### src/rtl/conv_pkg.sv
// Shared types and sizing helpers for the convolution engine: sequencer state
// encoding, output-dimension arithmetic and the default address widths.
package conv_pkg;

  typedef enum logic [2:0] {
    IDLE,
    FETCH,
    MULT,
    WAIT,
    NEXT,
    DONE
  } conv_state_t;

  localparam int RESULT_W = 16;

  function automatic int out_dim(input int img, input int filt);
    return img - filt + 1;
  endfunction

  // Never returns zero, so degenerate 1-wide dimensions still get a real bus.
  function automatic int width_of(input int n);
    return (n > 1) ? $clog2(n) : 1;
  endfunction

  localparam int DEF_IMAGE_WIDTH  = 9;
  localparam int DEF_IMAGE_HEIGHT = 9;
  localparam int DEF_FILTER_SIZE  = 3;
  localparam int DEF_OUT_W        = out_dim(DEF_IMAGE_WIDTH, DEF_FILTER_SIZE);
  localparam int DEF_OUT_H        = out_dim(DEF_IMAGE_HEIGHT, DEF_FILTER_SIZE);
  localparam int DEF_ADDR_W       = width_of(DEF_OUT_W * DEF_OUT_H);

endpackage

### src/rtl/conv_pos_counter.sv
// Raster position counter for the output map: column runs fastest, and 'last'
// flags the bottom-right position.
module conv_pos_counter
  import conv_pkg::*;
#(
  parameter int ROWS  = DEF_OUT_H,
  parameter int COLS  = DEF_OUT_W,
  parameter int ROW_W = width_of(ROWS),
  parameter int COL_W = width_of(COLS)
) (
  input  logic             clk,
  input  logic             rst,
  input  logic             clear,
  input  logic             advance,
  output logic [ROW_W-1:0] row,
  output logic [COL_W-1:0] col,
  output logic             last
);

  logic row_end;
  logic col_end;

  assign col_end = (col == COL_W'(COLS - 1));
  assign row_end = (row == ROW_W'(ROWS - 1));
  assign last    = row_end && col_end;

  always_ff @(posedge clk) begin
    if (rst || clear) begin
      row <= '0;
      col <= '0;
    end else if (advance) begin
      if (col_end) begin
        col <= '0;
        row <= row_end ? '0 : row + 1'b1;
      end else begin
        col <= col + 1'b1;
      end
    end
  end

endmodule

### src/rtl/conv_sequencer.sv
// Control FSM that walks every output position, requests its window, fires the
// multiply and writes the result. Optional WAIT timeout: CONV_SEQ_TIMEOUT_EN.
module conv_sequencer
  import conv_pkg::*;
#(
  parameter int IMAGE_WIDTH    = DEF_IMAGE_WIDTH,
  parameter int IMAGE_HEIGHT   = DEF_IMAGE_HEIGHT,
  parameter int FILTER_SIZE    = DEF_FILTER_SIZE,
`ifdef CONV_SEQ_TIMEOUT_EN
  parameter int TIMEOUT_CYCLES = 16,
`endif
  parameter int OUT_W          = out_dim(IMAGE_WIDTH, FILTER_SIZE),
  parameter int OUT_H          = out_dim(IMAGE_HEIGHT, FILTER_SIZE),
  parameter int ADDR_W         = width_of(OUT_W * OUT_H),
  parameter int ROW_W          = width_of(OUT_H),
  parameter int COL_W          = width_of(OUT_W)
) (
  input  logic                clk,
  input  logic                rst,
  input  logic                start,
  output logic                busy,
  output logic                done,
  output logic                err,
  output logic                win_req,
  output logic [ROW_W-1:0]    win_row,
  output logic [COL_W-1:0]    win_col,
  input  logic                win_ready,
  output logic                mult_en,
  input  logic                conv_valid,
  input  logic [RESULT_W-1:0] conv_result,
  output logic                out_wr_en,
  output logic [ADDR_W-1:0]   out_addr,
  output logic [RESULT_W-1:0] out_data
);

  conv_state_t      state;
  conv_state_t      next_state;
  logic             clear_pos;
  logic             advance_pos;
  logic             last;
  logic             timed_out;
  logic             accept;
  logic [ROW_W-1:0] row;
  logic [COL_W-1:0] col;

  assign clear_pos   = (state == IDLE) && start;
  assign advance_pos = (state == NEXT);
  assign accept      = (state == WAIT) && conv_valid;

  conv_pos_counter #(
    .ROWS (OUT_H),
    .COLS (OUT_W),
    .ROW_W(ROW_W),
    .COL_W(COL_W)
  ) u_pos (
    .clk    (clk),
    .rst    (rst),
    .clear  (clear_pos),
    .advance(advance_pos),
    .row    (row),
    .col    (col),
    .last   (last)
  );

  always_ff @(posedge clk) begin
    if (rst) state <= IDLE;
    else     state <= next_state;
  end

  always_comb begin
    next_state = state;
    case (state)
      IDLE:    if (start) next_state = FETCH;
      FETCH:   if (win_ready) next_state = MULT;
      MULT:    next_state = WAIT;
      WAIT: begin
        if (conv_valid)     next_state = NEXT;
        else if (timed_out) next_state = DONE;
      end
      NEXT:    next_state = last ? DONE : FETCH;
      DONE:    next_state = IDLE;
      default: next_state = IDLE;
    endcase
  end

  // Control strobes decode from the state register alone, so no input reaches
  // an output combinationally.
  assign busy    = (state != IDLE);
  assign done    = (state == DONE);
  assign win_req = (state == FETCH);
  assign mult_en = (state == MULT);
  assign win_row = row;
  assign win_col = col;

  always_ff @(posedge clk) begin
    if (rst) begin
      out_wr_en <= 1'b0;
      out_addr  <= '0;
      out_data  <= '0;
    end else begin
      out_wr_en <= accept;
      if (accept) begin
        out_addr <= ADDR_W'(row) * ADDR_W'(OUT_W) + ADDR_W'(col);
        out_data <= conv_result;
      end
    end
  end

`ifdef CONV_SEQ_TIMEOUT_EN
  localparam int WAIT_CNT_W = width_of(TIMEOUT_CYCLES + 1);

  logic [WAIT_CNT_W-1:0] wait_cnt;
  logic                  err_q;

  // Counter idles at zero outside WAIT, which gives the clear-on-entry behaviour.
  assign timed_out = (state == WAIT) && !conv_valid &&
                     (wait_cnt == WAIT_CNT_W'(TIMEOUT_CYCLES - 1));
  assign err       = err_q;

  always_ff @(posedge clk) begin
    if (rst) begin
      wait_cnt <= '0;
      err_q    <= 1'b0;
    end else begin
      if (state != WAIT)   wait_cnt <= '0;
      else if (!conv_valid) wait_cnt <= wait_cnt + 1'b1;
      if (clear_pos)      err_q <= 1'b0;
      else if (timed_out) err_q <= 1'b1;
    end
  end
`else
  assign timed_out = 1'b0;
  assign err       = 1'b0;
`endif

endmodule

### config.mk
export PLATFORM = sky130hd
export DESIGN_NAME = conv_sequencer
export DESIGN_NICKNAME = d
export VERILOG_FILES = /design/src/rtl/conv_pkg.sv /design/src/rtl/conv_pos_counter.sv /design/src/rtl/conv_sequencer.sv
export SDC_FILE = /design/constraint.sdc
export NUM_CORES = 1
export LEC_CHECK = 0
export ABC_AREA = 1
export ABC_CLOCK_PERIOD_IN_PS = 2600
export CORE_MARGIN = 10
export CORE_UTILIZATION = 47
export CTS_BUF_LIST = sky130_fd_sc_hd__clkbuf_4
export CTS_CLUSTER_DIAMETER = 40
export DETAILED_ROUTE_END_ITERATION = 16
export GPL_TIMING_DRIVEN = 1
export PLACE_DENSITY = 0.78
export SYNTH_ARGS = -nofsm -noshare
export SYNTH_HDL_FRONTEND = slang
export SYNTH_SLANG_ARGS = --single-unit
export TNS_END_PERCENT = 10
### constraint.sdc
create_clock -name clk -period 2.6 [get_ports clk]
set_clock_uncertainty 0.1 [all_clocks]
set_input_delay 0.26 -clock clk [delete_from_list [all_inputs] [get_ports clk]]
set_output_delay 0.26 -clock clk [all_outputs]
set_load 0.005 [all_outputs]
==> results.ini <==
[pwr]
power.share.combinational_pct=14.8
clockPowerShare_pct=36.1
power_leakage_nw=0.978
vdd_drop_max_uv=230
power.density_nw_per_um2=465
report.power.total_w=0.00105
power_frac_seq_pct=49.2
switching_share_pct=25.0
cell_internal_pwr_w=0.000787
total_switching_power_w=0.000262

[routing]
routed_via_density=4.74
wl_per_cell_um=12.3
routed_wl_um=3910
route.detailed.drc=0
drt-pass1-iter-count=4
ant_nets=0
routed-via-count=1508
drtIter0Drc=62

[yosys]
synth.largest_area_cell=sky130_fd_sc_hd__dfxtp_1
synth_top_cell_area_share_pct=39.7
synth_sequential_area_ratio_pct=39.7
post_synth.cell_area_avg_um2=7.47
syn_inst=216
synth.distinct_cells=23
synth.area.top_cells=sky130_fd_sc_hd__dfxtp_1 (40%), sky130_fd_sc_hd__nand2_1 (16%), sky130_fd_sc_hd__ha_1 (8.5%), sky130_fd_sc_hd__a21oi_1 (7.8%), sky130_fd_sc_hd__inv_1 (5.1%)
synth.ff_latch_count=32
syn-num-nets=252
ys.warnings.count=0
post_synth_instance_area_um2=1610

[cts]
htree_num_levels=2
clock_transition_at_the_registers_of_the_reported_paths_ps=110
cts_max_path_buffers=2
postCtsHoldBufs=0
clk-insertion-delay-late_ps=330
tritoncts.num_buffers=5
clock_sink_count=32
tritoncts=yes
cts_root_buf=sky130_fd_sc_hd__clkbuf_4

[global_routing]
track_usage_pct=13.5
grt_antenna_before_repair=0
wire_length_of_the_first_global_routing_pass_um=6950
maximum_number_of_pins_on_one_net_before_global_route_repair=25
globalRoute.totalOverflow=0
grt_pass1_vias=1535

[sta]
timing.fmax_ghz=0.406
timing.final.crit_share_pct=94.6
finalSetupViolations=0
setup-tns-final_ps=0
finalWorstSetupSlack_ps=139
finalCriticalPeriod_ps=2460
final_max_slew_viol_count=0
hold-worst-slack_ps=369
grt_setup_unrepaired=false
finalHoldViolations=0

[worst_setup_path]
crit_path_end_kind=flop
required_ps=2730
reg2reg_depth=9
critical_path_slowest_stage_cell=sky130_fd_sc_hd__fa_1
cp.arrival_ps=2600
critPathMaxFanout=5
crit_chain=fa_1, fa_1, fa_1, nand3_1, nand2_1, nand2_1, nand3_1, nand2_1, inv_1
worst_setup_path_start_kind=flop
rr_endpoint=out_addr[5]
max_stage_delay_ps=550
flop2flop_setup_slack_ps=140
worstSetupPathType=reg2reg
r2r-start=u_pos.row[0]

[status]
status=completed

[layout]
multiInputGateArea_um2=827
final_layout_size_suffix_gt1_share_pct=6.99
area.growth.synth_to_final_pct=39.7
antenna_cells=0
final_core_utilization_pct=67.6
filler_cell_count=301
final-seq-area_um2=642
layout.nets=307

[hold_path]
hold_path_class=reg2reg
timing.hold.worst_endpoint=out_addr[0]
hp-start=out_addr[0]
hold_depth=2

[die]
core.rowCount=21
top_level_ports=55
core_area_um2=3340
initial_utilization_pct=48.4
dieWidth_um=78.6
floorplan.die.height_um=78.6
dieArea_um2=6180

[place]
dpl_worst_slack_ps=122
routabilityCongestion=0.864
numPortBuffers=53
detailedPlacementHpwl_um=3080

[job]
cap_violations=0

-- layer usage --
| layer | vias up | global-route usage [%] | share of wire [%] |
|---|---|---|---|
| li1 | 782 | - | - |
| met1 | 677 | 16.1 | 46 |
| met2 | 41 | 21.1 | 45 |
| met3 | 8 | 5.47 | 6.9 |
| met4 | 0 | 5.56 | 1.8 |
| met5 | - | 0 | 0 |
-- sequential cells by signal, indices dropped and copies added (netlist names) --
name	flops
u_pos.col	3
out_data	16
out_wr_en	1
state	3
u_pos.row	3
out_addr	6
-- Yosys cell counts --
cell	number
sky130_fd_sc_hd__clkinv_2	1
sky130_fd_sc_hd__buf_2	2
sky130_fd_sc_hd__o21ai_2	1
sky130_fd_sc_hd__fa_1	4
sky130_fd_sc_hd__nand2_4	1
sky130_fd_sc_hd__buf_6	2
sky130_fd_sc_hd__nand2_1	67
sky130_fd_sc_hd__ha_1	11
sky130_fd_sc_hd__dfxtp_1	32
sky130_fd_sc_hd__nor2_4	1
sky130_fd_sc_hd__xor2_1	4
sky130_fd_sc_hd__conb_1	1
sky130_fd_sc_hd__o21ai_0	4
sky130_fd_sc_hd__inv_2	2
sky130_fd_sc_hd__nor2_1	17
sky130_fd_sc_hd__buf_1	1
sky130_fd_sc_hd__nor2_2	1
sky130_fd_sc_hd__clkbuf_1	2
sky130_fd_sc_hd__buf_4	1
sky130_fd_sc_hd__inv_1	22
sky130_fd_sc_hd__a21oi_1	25
sky130_fd_sc_hd__nand3_1	13
sky130_fd_sc_hd__o21bai_1	1
-- worst max-delay path by stage --
stage,startpoint,endpoint
after floorplan,u_pos.row[1],out_addr[5]
after global placement,u_pos.row[0],out_addr[5]
after detailed placement,u_pos.row[0],out_addr[5]
after CTS,u_pos.row[0],out_addr[5]
after global routing,u_pos.row[0],out_addr[5]
final,u_pos.row[0],out_addr[5]
-- layout by cell type, fill, tap and decap left out, drive strengths merged, types with 3 or more instances in the layout --
master         count
ha                11
dfxtp             32
nand2             68
inv               24
clkbuf             5
nand3             13
clkdlybuf4s50     53
nor2              19
xor2               4
o21ai              5
buf                3
fa                 4
a21oi             25
-- cell families (layout without fill, tap and decap cells) --
| family | count (synthesis) | in the layout | synth area share, % |
|---|---|---|---|
| and+or+nand+nor | 100 | 100 | 25.3 |
| AOI/OAI and AO/OA | 31 | 31 | 10.0 |
| other | 1 | 1 | 0.232 |
| DFF | 32 | 32 | 39.7 |
| xor gates and xnor gates | 4 | 4 | 2.17 |
| adders and majority gates | 15 | 15 | 13.5 |
| buffers and inverters | 33 | 89 | 9.07 |
-- what timing repair did --
| item | 4_1_cts | 5_1_grt |
|---|---|---|
| setup buffers | 0 | 0 |
| endpoints found under the setup margin | 0 | 1 |
| resized for setup | 0 | 1 |
-- worst max-delay path, delay by kind of cell (launching register included) --
kind / cells / cell delay [ps]
simple gates: 5 / 380
buf+inv: 1 / 30
flops: 1 / 370
fa+ha+maj: 3 / 1480
-- metrics by stage --
| step | std cells | instance area [µm²] |
|---|---|---|
| after global routing | 318 | 2250 |
| final | 318 | 2250 |
| after CTS | 318 | 2250 |
| after global placement | 310 | 2170 |
| after floorplan | 216 | 1610 |
| after detailed placement | 310 | 2170 |
-- cell type report --
cell class,count,area share (%)
tap,46,2.55
multi-input combinational,151,36.7
clock inverter,3,1.89
timing repair buffer,56,24.5
inverter,25,4.22
clock buffer,5,1.66
sequential,32,28.5
-- power groups by stage --
stage / combinational [W] / sequential [W] / clock (W)
after global routing: 0.000178 / 0.000518 / 0.000415
after CTS: 0.000157 / 0.000516 / 0.000390
after floorplan: 0.0000791 / 0.000526 / 0
after global placement: 0.000155 / 0.000526 / 0
after detailed placement: 0.000156 / 0.000527 / 0
final: 0.000155 / 0.000516 / 0.000379
No activity file was read; power rests on OpenSTA's default activity.
